--- config.mk ---
export PLATFORM = sky130hd
export DESIGN_NAME = matrix_result_display_flat
export DESIGN_NICKNAME = d
export VERILOG_FILES = /design/src/rtl/matrix_result_display_if.sv /design/src/rtl/matrix_result_display.sv /design/src/flat_wrapper.sv
export SDC_FILE = /design/constraint.sdc
export NUM_CORES = 1
export LEC_CHECK = 0
export ABC_AREA = 1
export BUFFER_PORTS_ARGS = -buffer_cell sky130_fd_sc_hd__buf_2
export CAP_MARGIN = 5
export CORE_ASPECT_RATIO = 0.8
export CORE_MARGIN = 1.5
export CORE_UTILIZATION = 35
export CTS_CLUSTER_DIAMETER = 60
export CTS_CLUSTER_SIZE = 25
export DETAILED_ROUTE_END_ITERATION = 7
export HOLD_SLACK_MARGIN = 0.08
export PLACE_DENSITY = 0.61
export SLEW_MARGIN = 20
export SYNTH_ARGS = -nofsm -noshare
export SYNTH_HDL_FRONTEND = slang
export SYNTH_SLANG_ARGS = --single-unit
--- constraint.sdc ---
create_clock -name clk -period 3.1 [get_ports clk]
set_input_delay 0.62 -clock clk [delete_from_list [all_inputs] [get_ports clk]]
set_output_delay 0.62 -clock clk [all_outputs]
set_load 0.01 [all_outputs]
--- src/rtl/matrix_result_display_if.sv ---
// Result-frame handshake between the 2x2 matrix multiplier and the display stage.
// The master presents a frame; the slave accepts it when res_ready is high.
interface matrix_result_display_if;
    logic        res_valid;
    logic [15:0] res_in;
    logic        err_in;
    logic        res_ready;

    modport master (
        output res_valid,
        output res_in,
        output err_in,
        input  res_ready
    );

    modport slave (
        input  res_valid,
        input  res_in,
        input  err_in,
        output res_ready
    );
endinterface

--- src/rtl/matrix_result_display.sv ---
// Captures a 2x2 result frame and time-multiplexes the four nibbles onto one
// seven-segment digit, or shows an "E" on every digit for an error frame.
module matrix_result_display #(
    parameter int unsigned DWELL_CYCLES = 1000
) (
    input  logic                    clk,
    input  logic                    reset,
    matrix_result_display_if.slave  up,
    output logic [6:0]              seg,
    output logic [3:0]              digit_sel,
    output logic                    frame_done,
    output logic                    error
);

    localparam int unsigned     CntW    = (DWELL_CYCLES > 1) ? $clog2(DWELL_CYCLES) : 1;
    localparam logic [CntW-1:0] CntLast = CntW'(DWELL_CYCLES - 1);

    typedef enum logic [1:0] {StIdle, StShow, StErr} state_e;

    state_e          state_q, state_d;
    logic [15:0]     data_q, data_d;
    logic [1:0]      idx_q, idx_d;
    logic [CntW-1:0] cnt_q, cnt_d;
    logic            boundary;
    logic            capture;
    logic [3:0]      nibble;

    function automatic logic [6:0] glyph(input logic [3:0] v);
        unique case (v)
            4'h0: glyph = 7'h3F;
            4'h1: glyph = 7'h06;
            4'h2: glyph = 7'h5B;
            4'h3: glyph = 7'h4F;
            4'h4: glyph = 7'h66;
            4'h5: glyph = 7'h6D;
            4'h6: glyph = 7'h7D;
            4'h7: glyph = 7'h07;
            4'h8: glyph = 7'h7F;
            4'h9: glyph = 7'h6F;
            4'hA: glyph = 7'h77;
            4'hB: glyph = 7'h7C;
            4'hC: glyph = 7'h39;
            4'hD: glyph = 7'h5E;
            4'hE: glyph = 7'h79;
            default: glyph = 7'h71;
        endcase
    endfunction

    // Last cycle of the r22 dwell: the only point a new frame may cut in.
    assign boundary     = (state_q == StShow) && (idx_q == 2'd3) && (cnt_q == CntLast);
    assign up.res_ready = (state_q != StShow) || boundary;
    assign capture      = up.res_valid && up.res_ready;

    always_comb begin
        state_d = state_q;
        data_d  = data_q;
        idx_d   = idx_q;
        cnt_d   = cnt_q;
        if (capture) begin
            idx_d = 2'd0;
            cnt_d = '0;
            if (up.err_in) begin
                state_d = StErr;
            end else begin
                state_d = StShow;
                data_d  = up.res_in;
            end
        end else if (state_q == StShow) begin
            if (cnt_q == CntLast) begin
                cnt_d = '0;
                idx_d = idx_q + 2'd1;
            end else begin
                cnt_d = cnt_q + CntW'(1);
            end
        end
    end

    always_ff @(posedge clk or posedge reset) begin
        if (reset) begin
            state_q <= StIdle;
            data_q  <= '0;
            idx_q   <= '0;
            cnt_q   <= '0;
        end else begin
            state_q <= state_d;
            data_q  <= data_d;
            idx_q   <= idx_d;
            cnt_q   <= cnt_d;
        end
    end

    assign nibble = data_q[{idx_q, 2'b00} +: 4];

    always_comb begin
        seg        = 7'h00;
        digit_sel  = 4'b0000;
        frame_done = 1'b0;
        error      = 1'b0;
        unique case (state_q)
            StShow: begin
                seg        = glyph(nibble);
                digit_sel  = 4'b0001 << idx_q;
                frame_done = boundary;
            end
            StErr: begin
                seg       = 7'h79;
                digit_sel = 4'b1111;
                error     = 1'b1;
            end
            default: ;
        endcase
    end

endmodule

--- src/flat_wrapper.sv ---
// flat-port wrapper written by rule: the top's interface ports become plain ports
module matrix_result_display_flat 
#(
    parameter int unsigned DWELL_CYCLES = 1000
)
  (clk, reset, seg, digit_sel, frame_done, error, up_res_valid, up_res_in, up_err_in, up_res_ready);
  matrix_result_display_if up_i ();
  input  logic clk;
  input  logic reset;
  output logic [6:0] seg;
  output logic [3:0] digit_sel;
  output logic frame_done;
  output logic error;
  input wire logic [$bits(up_i.res_valid)-1:0] up_res_valid;
  input wire logic [$bits(up_i.res_in)-1:0] up_res_in;
  input wire logic [$bits(up_i.err_in)-1:0] up_err_in;
  output wire logic [$bits(up_i.res_ready)-1:0] up_res_ready;
  assign up_i.res_valid = up_res_valid;
  assign up_i.res_in = up_res_in;
  assign up_i.err_in = up_err_in;
  assign up_res_ready = up_i.res_ready;
  matrix_result_display #(.DWELL_CYCLES(DWELL_CYCLES)) u_core (.clk(clk), .reset(reset), .up(up_i), .seg(seg), .digit_sel(digit_sel), .frame_done(frame_done), .error(error));
endmodule
---- Yosys cells after proc, flatten, opt, wreduce, memory -nomap -nowiden ----
Memories as Yosys holds them, arrays and structs flattened.
Cells that the tools add are included.
storage, ports and cells
  word-level logic and storage cells ...... 34
  register bits after elaboration ......... 30
  bits in read-only memories .............. 112
  memories ................................ 1
  bits of input ports ..................... 20
  output and inout port bits .............. 14
memories
  name              depth  bits a word  read ports  clocked after Yosys merged registers in  write ports  line                         source
  (name not given)  16     7            1           0                                        0            matrix_result_display.sv:29  unique case (v)
cells by class
  reductions and logical operators ........ 8
  eq/ne operators ......................... 5
  bitwise logic cells ..................... 1
  mux-type cells .......................... 11
  $add $sub $neg .......................... 2
  shift-type cells ........................ 2
operators with widths
  cell                                             count
  two-way mux 10 bit                               3
  indexed part select 16 x 5 -> 4 bit              1
  case mux 7 bit (2 select lines)                  1
  adder 10 x 1 -> 10 bit, second input constant    1
  == test 10 bit, second input constant            1
  two-way mux 2 bit                                4
  case mux 4 bit (2 select lines)                  1
  == test 2 bit, second input constant             2
  AND reduction 2 bit                              2
  nonzero test 2 bit                               2
  << shifter 1 x 2 -> 4 bit, first input constant  1
  logical AND 1 bit                                3
  adder 2 x 1 -> 2 bit, second input constant      1
  == test 2 x 1 -> 1 bit, second input constant    1
  two-way mux 1 bit                                2
  != test 2 x 1 -> 1 bit, second input constant    1
  logical OR 1 bit                                 1
  NOT 1 bit                                        1

---- Logic depth before layout (Yosys ltp) ----
Gate-level depths: netlist of the first run.
  word-level depth ........................ 7
  mapped depth ............................ 12
  gate-level depth less buffers ........... 11

---- Worst setup path before layout of the first run ----
OpenSTA, ideal clock, no wires.
  kind .................................... register to output
  start point ............................. register u_core.idx_q[0]
  end point ............................... output port seg[1]
  required time ........................... 2.480 ns
  arrival time ............................ 1.705 ns
  slack ................................... 0.775 ns
  cell stages (with the launch flop) ...... 10
  cell sequence ........................... dfrtp_1 -> buf_2 -> o21ai_0 -> nand2_1 -> nand2_1 -> inv_1 -> ha_1 -> nand3_1 -> o21ai_0 -> a21oi_1
between the ends
  longest elaborated chain between the ends .. 3
RTL lines
  element                              line                         source
  start, declared                      matrix_result_display.sv:22  logic [1:0] idx_q, idx_d;
  start signal, assigned               matrix_result_display.sv:87  idx_q <= idx_d;
  indexed part select 16 x 5 -> 4 bit  matrix_result_display.sv:92  assign nibble = data_q[{idx_q, 2'b00} +: 4];
  memory (16 x 7 bit)                  --
  case mux 7 bit (2 select lines)      matrix_result_display.sv:99  unique case (state_q)
  end, declared                        flat_wrapper.sv:10           output logic [6:0] seg;
Every way passes these cells.

---- Final worst setup path of the first run ----
  start point ............................. register u_core.idx_q[0]
  end point ............................... output port seg[0]
Same word-level chain as after synthesis.

==> results_dict.tcl, run 1 <==
set metrics [dict create \
    synthTopCellsByCount "nand2_1 (96), dfrtp_1 (30), inv_1 (28), nand3_1 (21), nor2_1 (21)" \
    hpwl_um 3340 \
    grt.total_usage 0.158 \
    syn_avg_cell_area_sq_um 7.24 \
    syn2layout_area_growth_pct 16.6 \
    irDropWorstVdd_mv 0.187 \
    port-buffer-count 33 \
    start_util 0.363 \
    cts_hold_buf 0 \
    ant_nets 0 \
    diodes 0 \
    post_cts_buffers 0 \
    setup_tns_ns 0 \
    fmax_mhz 355 \
    synthFlopType "dfrtp_1" \
    grt_pass1_wl_um 7590 \
    status "completed" \
    fin_hold_ws_ns 0.402 \
    switchingPower_uw 542 \
    vias_per_cell 4.67 \
    reg2regPathDepth 8 \
    yosysMostFrequentCell "nand2_1" \
    cts.sinks 30 \
    cts_tree "yes" \
    swShare 0.395 \
    synth_top_family_by_area "simple AND/OR/NAND/NOR gates" \
    syn_area_sq_mm 0.00198 \
    synth_top_area_cell "dfrtp_1" \
    setup_viol 0 \
    start_kind "flip-flop" \
    clk_pin_slew_ns 0.07 \
    p_clk_frac 0.244 \
    boundaryPins 34 \
    yosysUniqueCellTypes 27 \
    dieHeight_um 70.3 \
    drt_first_pass_iters 5 \
    power.density_mw_per_mm2 594 \
    wl_per_cell_um 11.3 \
    drc 0 \
    antenna_found_initial 0 \
    ys_warn_count 0 \
    cap_violations 0 \
    num-fill-cells 586 \
    syn_inst 274 \
    vias 1812 \
    synth_compound_area_frac 0.0618 \
    critPathArrivalTime_ns 2.20 \
    p_int_uw 831 \
    core.rowCount 24 \
    synth-seq-cells 30 \
    cp.required_ns 2.48 \
    dieArea_sq_mm 0.00613 \
    clock_latency_ns 0.28 \
    critPathKind "reg -> out" \
    clock-skew-final_ns 0.00685 \
    synth-async-reset-ratio 1.00 \
    slew_headroom 0.645 \
    routed_wl_um 4390 \
    ys_top_cells_by_area "dfrtp_1 (38%), nand2_1 (18%), ha_1 (8.2%), nand4_1 (6.3%), inv_1 (5.3%)" \
    synth_mux_area_frac 0 \
    synth_nets 307 \
    ctsRootBufferMaster "clkbuf_8" \
    htreeDepth 2 \
    synth_xor_area_frac 0.00883 \
    cts_buffer_depth 2 \
    synth-simple-area-share 0.388 \
    die_x_um 87.2 \
    hold_violations 0 \
    tightest_slew_ns 0.529 \
    min_period_ns 2.82 \
    rrSetupSlack_ns 1.25 \
    r2r-end "u_core.data_q[3]" \
    fin_crit_sh 0.910 \
    end_kind "output pin" \
    synth-seq-area-share 0.379 \
    yosysTopAreaCellShare 0.379 \
    cts_buffers 5 \
    drv_slew 0 \
    place_congestion 0.877 \
    pwr-share-seq 0.386 \
    synthAdderAreaFrac 0.0820 \
    grt_max_degree 31 \
    p_leak_uw 0.00123 \
    drt-initial-drc-count 141 \
    layout.nets 342 \
    comb_power_share 0.370 \
    cts_resized 0 \
    min-delay-path-class "in -> async" \
    grt_pass1_vias 1600 \
    fin_util 0.423 \
    crit_fanout 15 \
    drive_above_1_share 0.168 \
    rsz0062_at_grt "no" \
    crit-reg2reg-launch "u_core.idx_q[0]" \
    synth_enable_flop_cells 0 \
    grt_overflow_total 0 \
    design.core.area_sq_mm 0.00547 \
]
layer usage:
layer	routed length, um	part of all wire	global-route usage
met5	0	0	0
met4	82	0.019	0.0653
met3	232	0.053	0.0296
met2	1650	0.38	0.200
met1	2430	0.55	0.254
layout by cell type, fill, tap and decap left out, drive strengths merged, types with 2 or more instances in the layout:
master / n
ha: 13
o21ai: 14
clkinv: 2
nor3: 3
clkbuf: 6
nand3: 22
buf: 35
xor2: 2
nor2: 22
a21oi: 4
inv: 30
nand2: 99
o2111ai: 2
dfrtp: 30
nand4: 21
nand3b: 2
cells by family (layout without fill, tap and decap cells):
| group | Yosys count | count (layout) |
|---|---|---|
| xor gates and xnor gates | 2 | 2 |
| buffers and inverters | 38 | 74 |
| DFF | 30 | 30 |
| adders and majority gates | 13 | 13 |
| AOI/OAI and AO/OA | 22 | 22 |
| and+or+nand+nor | 169 | 169 |
layout make-up:
type	instances	area, sq um	area share
Clock buffer	6	82.6	0.0357
Timing Repair Buffer	35	180	0.0779
Sequential cell	30	751	0.325
Inverter	31	116	0.0503
Clock inverter	2	12.5	0.00541
Tap cell	78	97.6	0.0422
Multi-Input combinational cell	206	1070	0.464
flip-flops by register name, summed over array words and instances, names as in the netlist:
signal and flops:
u_core.cnt_q 10, u_core.idx_q 2, u_core.state_q 2, u_core.data_q 16
worst max-delay path by stage:
stage | startpoint | to
5_1_grt | u_core.idx_q[0] | seg[0]
3_5_place_dp | u_core.idx_q[0] | seg[0]
4_1_cts | u_core.idx_q[0] | seg[0]
2_1_floorplan | u_core.idx_q[0] | seg[1]
6_report | u_core.idx_q[0] | seg[0]
3_3_place_gp | u_core.idx_q[0] | seg[0]
worst max-delay path: stages, from the launching register on:
cell     delay [ns]
dfrtp_1        0.59
nand2_1        0.09
o21ai_0        0.09
nand2_1        0.06
nand2_1        0.17
inv_1          0.11
ha_1           0.23
nand3_1        0.10
nor2_1         0.05
nor2_1         0.13
nand3_1        0.09
nand2_1        0.06
buf_2          0.13
stage by stage:
| stage | total power, uW | setup slack (ns) | instance area [sq um] | std cells |
|---|---|---|---|---|
| 2_1_floorplan | 891 | 0.775 | 1980 | 274 |
| 3_5_place_dp | 1050 | 0.618 | 2220 | 380 |
| 6_report | 1370 | 0.280 | 2310 | 388 |
| 3_3_place_gp | 1040 | 0.690 | 2220 | 380 |
| 4_1_cts | 1380 | 0.295 | 2310 | 388 |
| 5_1_grt | 1490 | 0.0812 | 2310 | 388 |
power groups by stage:
stage | Clock, uW | Combinational [uW] | Sequential [uW]
after detailed placement | 0 | 512 | 536
after CTS | 343 | 512 | 529
after global routing | 362 | 592 | 539
final | 335 | 508 | 530
after floorplan | 0 | 375 | 517
after global placement | 0 | 509 | 534
Note: power is estimated with default switching activity, not from simulation.
==> inputs of run 2 (changes only) <==
--- a/config.mk
+++ b/config.mk
@@ -7,15 +7,15 @@
 export LEC_CHECK = 0
 export ABC_AREA = 1
 export BUFFER_PORTS_ARGS = -buffer_cell sky130_fd_sc_hd__buf_2
-export CAP_MARGIN = 5
+export CAP_MARGIN = 20
 export CORE_ASPECT_RATIO = 0.8
 export CORE_MARGIN = 1.5
-export CORE_UTILIZATION = 35
+export CORE_UTILIZATION = 60
 export CTS_CLUSTER_DIAMETER = 60
-export CTS_CLUSTER_SIZE = 25
+export CTS_CLUSTER_SIZE = 28
 export DETAILED_ROUTE_END_ITERATION = 7
 export HOLD_SLACK_MARGIN = 0.08
-export PLACE_DENSITY = 0.61
+export PLACE_DENSITY = 0.92
 export SLEW_MARGIN = 20
 export SYNTH_ARGS = -nofsm -noshare
 export SYNTH_HDL_FRONTEND = slang
==> results_dict.tcl, run 2 (synthesis gave the netlist of run 1 again) <==
set metrics [dict create \
    grt_overflow_total 0 \
    tightest_slew_ns 0.499 \
    dieHeight_um 54.4 \
    wl_per_cell_um 12.3 \
    post_cts_buffers 0 \
    cts_buffers 5 \
    grt.total_usage 0.268 \
    power.density_mw_per_mm2 605 \
    boundaryPins 34 \
    ctsRootBufferMaster "clkbuf_8" \
    top_regs "u_core.data_q (16), u_core.cnt_q (10)" \
    htreeDepth 2 \
    drt-initial-drc-count 110 \
    port-buffer-count 33 \
    ant_nets 0 \
    fmax_mhz 356 \
    crit_fanout 15 \
    core.rowCount 18 \
    layout.nets 341 \
    finalNonFillerCells 349 \
    final_cell_mix "nand2_1 (96), buf_2 (33), dfrtp_1 (30)" \
    clk_pin_slew_ns 0.07 \
    syn2layout_area_growth_pct 13.6 \
    clock-skew-final_ns 0.00361 \
    status "completed" \
    setup_viol 0 \
    fin_crit_sh 0.906 \
    start_util 0.638 \
    diodes 0 \
    cp.required_ns 2.48 \
    irDropWorstVdd_mv 0.490 \
    critPathKind "reg -> out" \
    hold_violations 0 \
    critPathArrivalTime_ns 2.19 \
    die_x_um 67.3 \
    cap_violations 0 \
    largest_reg_flops 16 \
    grt_pass1_vias 1525 \
    dieArea_sq_mm 0.00366 \
    drc 0 \
    place_area_sq_mm 0.00216 \
    min_period_ns 2.81 \
    antenna_found_initial 0 \
    setup_tns_ns 0 \
    rsz0062_at_grt "no" \
    fin_hold_ws_ns 0.384 \
    drv_slew 0 \
    cts_resized 0 \
    start_kind "flip-flop" \
    cts_hold_buf 0 \
    largest-register "u_core.data_q" \
    dp_cells 341 \
    cts_buffer_depth 2 \
    vias 1858 \
    slew_headroom 0.666 \
    min-delay-path-class "in -> async" \
    end_kind "output pin" \
    cts.sinks 30 \
    drt_first_pass_iters 4 \
    cts_tree "yes" \
    hpwl_um 3200 \
    place_congestion 0.914 \
    drive_above_1_share 0.165 \
    clock_latency_ns 0.30 \
    grt_pass1_wl_um 7040 \
    grt_max_degree 31 \
    vias_per_cell 5.32 \
    routed_wl_um 4280 \
    p_leak_uw 0.00122 \
    final_common_cell "nand2_1" \
    design.core.area_sq_mm 0.00311 \
    num-fill-cells 229 \
    final_area_sq_mm 0.00225 \
]
## run 2: cell count changes in the layout (fill, tap and decap cells not counted)
cell / delta
buf_4: -1
clkinv_4: +1
clkbuf_8: -1
## run 2: metal layers
layer  wire length, um  global-route usage  up-vias
li1                  -                   -      959
met1              2120               0.401      828
met2              1810               0.368       62
met3               273              0.0782        9
met4                74              0.0884        0
met5                 0                   0        -
## run 2: through the flow
| stage | utilization | worst slack [ns] | power (uW) |
|---|---|---|---|
| CTS | 0.725 | 0.294 | 1360 |
| detailed placement | 0.696 | 0.621 | 1040 |
| floorplan | - | 0.775 | 891 |
| global placement | 0.696 | 0.704 | 1020 |
| finish | 0.725 | 0.291 | 1360 |
| global route | 0.725 | 0.0767 | 1470 |
## run 2: report_power, final
part | internal (uW) | switching [uW]
Clock | 157 | 164
Combinational | 180 | 333
Sequential | 471 | 57.9
Total | 808 | 555
## run 2: cell type report
type,count,area (sq um),area share
clock buffer,5,68.8,0.0306
sequential,30,751,0.333
multi-input combinational,206,1070,0.476
timing repair buffer,34,173,0.0767
clock inverter,3,21.3,0.00944
tap,40,50.0,0.0222
inverter,31,116,0.0517
## run 2: worst max-delay path: stages (launching register included)
cell     delay, ns
dfrtp_1       0.60
nand2_1       0.08
o21ai_0       0.08
nand2_1       0.07
nand2_1       0.18
inv_1         0.11
ha_1          0.31
nand3_1       0.10
o21ai_0       0.08
a21oi_1       0.14
buf_2         0.14
## run 2: worst paths after layout
path / startpoint / depth (start not counted) / slack (ns) / end
min: reset / 3 / 0.38 / u_core.cnt_q[3]
min reg2reg: u_core.data_q[9] / 2 / 0.48 / u_core.data_q[9]
max: u_core.idx_q[0] / 10 / 0.29 / seg[1]
max in group asynchronous: reset / 3 / 2.45 / u_core.cnt_q[9]
min in group clk: u_core.data_q[9] / 2 / 0.48 / u_core.data_q[9]
max reg2reg: u_core.idx_q[0] / 8 / 1.21 / u_core.data_q[7]
==> inputs of run 3 (changes only) <==
--- a/config.mk
+++ b/config.mk
@@ -10,12 +10,12 @@
 export CAP_MARGIN = 20
 export CORE_ASPECT_RATIO = 0.8
 export CORE_MARGIN = 1.5
-export CORE_UTILIZATION = 60
+export CORE_UTILIZATION = 56
 export CTS_CLUSTER_DIAMETER = 60
 export CTS_CLUSTER_SIZE = 28
 export DETAILED_ROUTE_END_ITERATION = 7
 export HOLD_SLACK_MARGIN = 0.08
-export PLACE_DENSITY = 0.92
+export PLACE_DENSITY = 0.87
 export SLEW_MARGIN = 20
 export SYNTH_ARGS = -nofsm -noshare
 export SYNTH_HDL_FRONTEND = slang
==> constraint.sdc (replaced) <==
create_clock -name clk -period 2.9 [get_ports clk]
set_input_delay 0.58 -clock clk [delete_from_list [all_inputs] [get_ports clk]]
set_output_delay 0.58 -clock clk [all_outputs]
set_load 0.01 [all_outputs]
==> results_dict.tcl, run 3 (synthesis gave the netlist of run 1 again) <==
set metrics [dict create \
    clk_pin_slew_ns 0.07 \
    setup_viol 0 \
    port-buffer-count 33 \
    clock_latency_ns 0.29 \
    p_leak_uw 0.00122 \
    routed_wl_um 4600 \
    ctsRootBufferMaster "clkbuf_8" \
    r2r-end "u_core.data_q[6]" \
    path_buf_inv 2 \
    syn2layout_area_growth_pct 14.5 \
    tightest_slew_ns 0.514 \
    boundaryPins 34 \
    core.rowCount 19 \
    cp_num_cells 11 \
    cts_tree "yes" \
    place_area_sq_mm 0.00217 \
    largest-register "u_core.data_q" \
    diodes 0 \
    final_cell_mix "nand2_1 (95), buf_2 (33), dfrtp_1 (29)" \
    num-fill-cells 286 \
    power.density_mw_per_mm2 649 \
    cts_buffers 5 \
    start_util 0.583 \
    grt_pass1_wl_um 7810 \
    htreeDepth 2 \
    hold_violations 0 \
    cts_buffer_depth 2 \
    min_period_ns 2.74 \
    final_area_sq_mm 0.00227 \
    cts.sinks 30 \
    wl_per_cell_um 13.1 \
    hpwl_um 3230 \
    dp_cells 344 \
    cp.required_ns 2.32 \
    crit_slowest_cell "dfrtp_2" \
    grt_pass1_vias 1693 \
    vias_per_cell 5.51 \
    finalNonFillerCells 352 \
    start_kind "flip-flop" \
    dieArea_sq_mm 0.00391 \
    cp_cell_sequence "o21ai_0 -> nand2_1 -> nand2_2 -> inv_1 -> ha_1 -> nand3_1 -> nor2_1 -> nor2_1 -> nand3_1 -> nand2_1 -> buf_2" \
    design.core.area_sq_mm 0.00340 \
    drive_above_1_share 0.174 \
    path_delay_family "simple AND/OR/NAND/NOR gates" \
    fmax_mhz 366 \
    vias 1938 \
    critPathArrivalTime_ns 2.16 \
    grt.total_usage 0.255 \
    drt_first_pass_iters 5 \
    status "completed" \
    crit_fanout 15 \
    seqCellArea_sq_um 752 \
    fin_crit_sh 0.943 \
    slew_headroom 0.655 \
    end_kind "output pin" \
    dieHeight_um 56.2 \
    clock-skew-final_ns 0.00876 \
    p_total_uw 1470 \
    crit-reg2reg-launch "u_core.state_q[1]" \
    drt-initial-drc-count 138 \
    rrSetupSlack_ns 1.05 \
    place_congestion 0.919 \
    ant_nets 0 \
    max_stage_delay_ns 0.51 \
    largest_reg_flops 16 \
    top_regs "u_core.data_q (16), u_core.cnt_q (10)" \
    multi_input_area_sq_mm 0.00107 \
    grt_overflow_total 0 \
    min-delay-path-class "in -> async" \
    cap_violations 0 \
    drv_slew 0 \
    final_common_cell "nand2_1" \
    drc 0 \
    grt_max_degree 31 \
    layout.nets 342 \
    die_x_um 69.5 \
    irDropWorstVdd_mv 0.474 \
    reg2regPathDepth 9 \
    antenna_found_initial 0 \
    critPathKind "reg -> out" \
]
## run 3: final cells by class
cell class | count | area share
Clock inverter | 2 | 0.00551
Clock buffer | 6 | 0.0364
Sequential cell | 30 | 0.331
Multi-Input combinational cell | 206 | 0.473
Tap cell | 42 | 0.0231
Timing Repair Buffer | 35 | 0.0793
Inverter | 31 | 0.0512
## run 3: tightest hold or removal path: cells and delay by family
family                 cells  cell delay (ns)
buffers and inverters      3             0.46
## run 3: how the worst max path moves through the flow
stage	slack, ns	from	endpoint
after floorplan	0.62	u_core.idx_q[0]	seg[1]
after global placement	0.55	u_core.idx_q[0]	seg[0]
after detailed placement	0.44	u_core.idx_q[0]	seg[3]
after CTS	0.07	u_core.idx_q[0]	seg[3]
after global routing	-0.01	u_core.idx_q[0]	seg[0]
final	0.16	u_core.idx_q[0]	seg[0]
## run 3: stage by stage
step / TNS [ns] / worst slack [ns] / utilization / hold slack, ns
2_1_floorplan: 0 / 0.615 / - / 0.442
3_3_place_gp: 0 / 0.550 / 0.639 / 0.458
3_5_place_dp: 0 / 0.438 / 0.639 / 0.462
4_1_cts: 0 / 0.0680 / 0.667 / 0.362
5_1_grt: -0.0117 / -0.0117 / 0.668 / 0.395
6_report: 0 / 0.164 / 0.668 / 0.351
## run 3: power by group
part / leakage [uW] / switching, uW / internal (uW)
logic: 0.000790 / 361 / 196
clock network: 0.0000472 / 161 / 190
registers: 0.000386 / 61.5 / 503
## run 3: repair_timing
| action | CTS | global route |
|---|---|---|
| hold buffers | 0 | 0 |
| gates resized for setup | 0 | 2 |
| buffers inserted | 0 | 0 |
| endpoints found under the setup margin | 0 | 6 |
## run 3: per-layer routing
layer,global-route usage,vias to the layer above,wire [um]
met1,0.371,868,2120
met2,0.379,101,2050
met4,0.0924,0,73
met5,0,-,0
met3,0.0525,10,364
li1,-,959,-
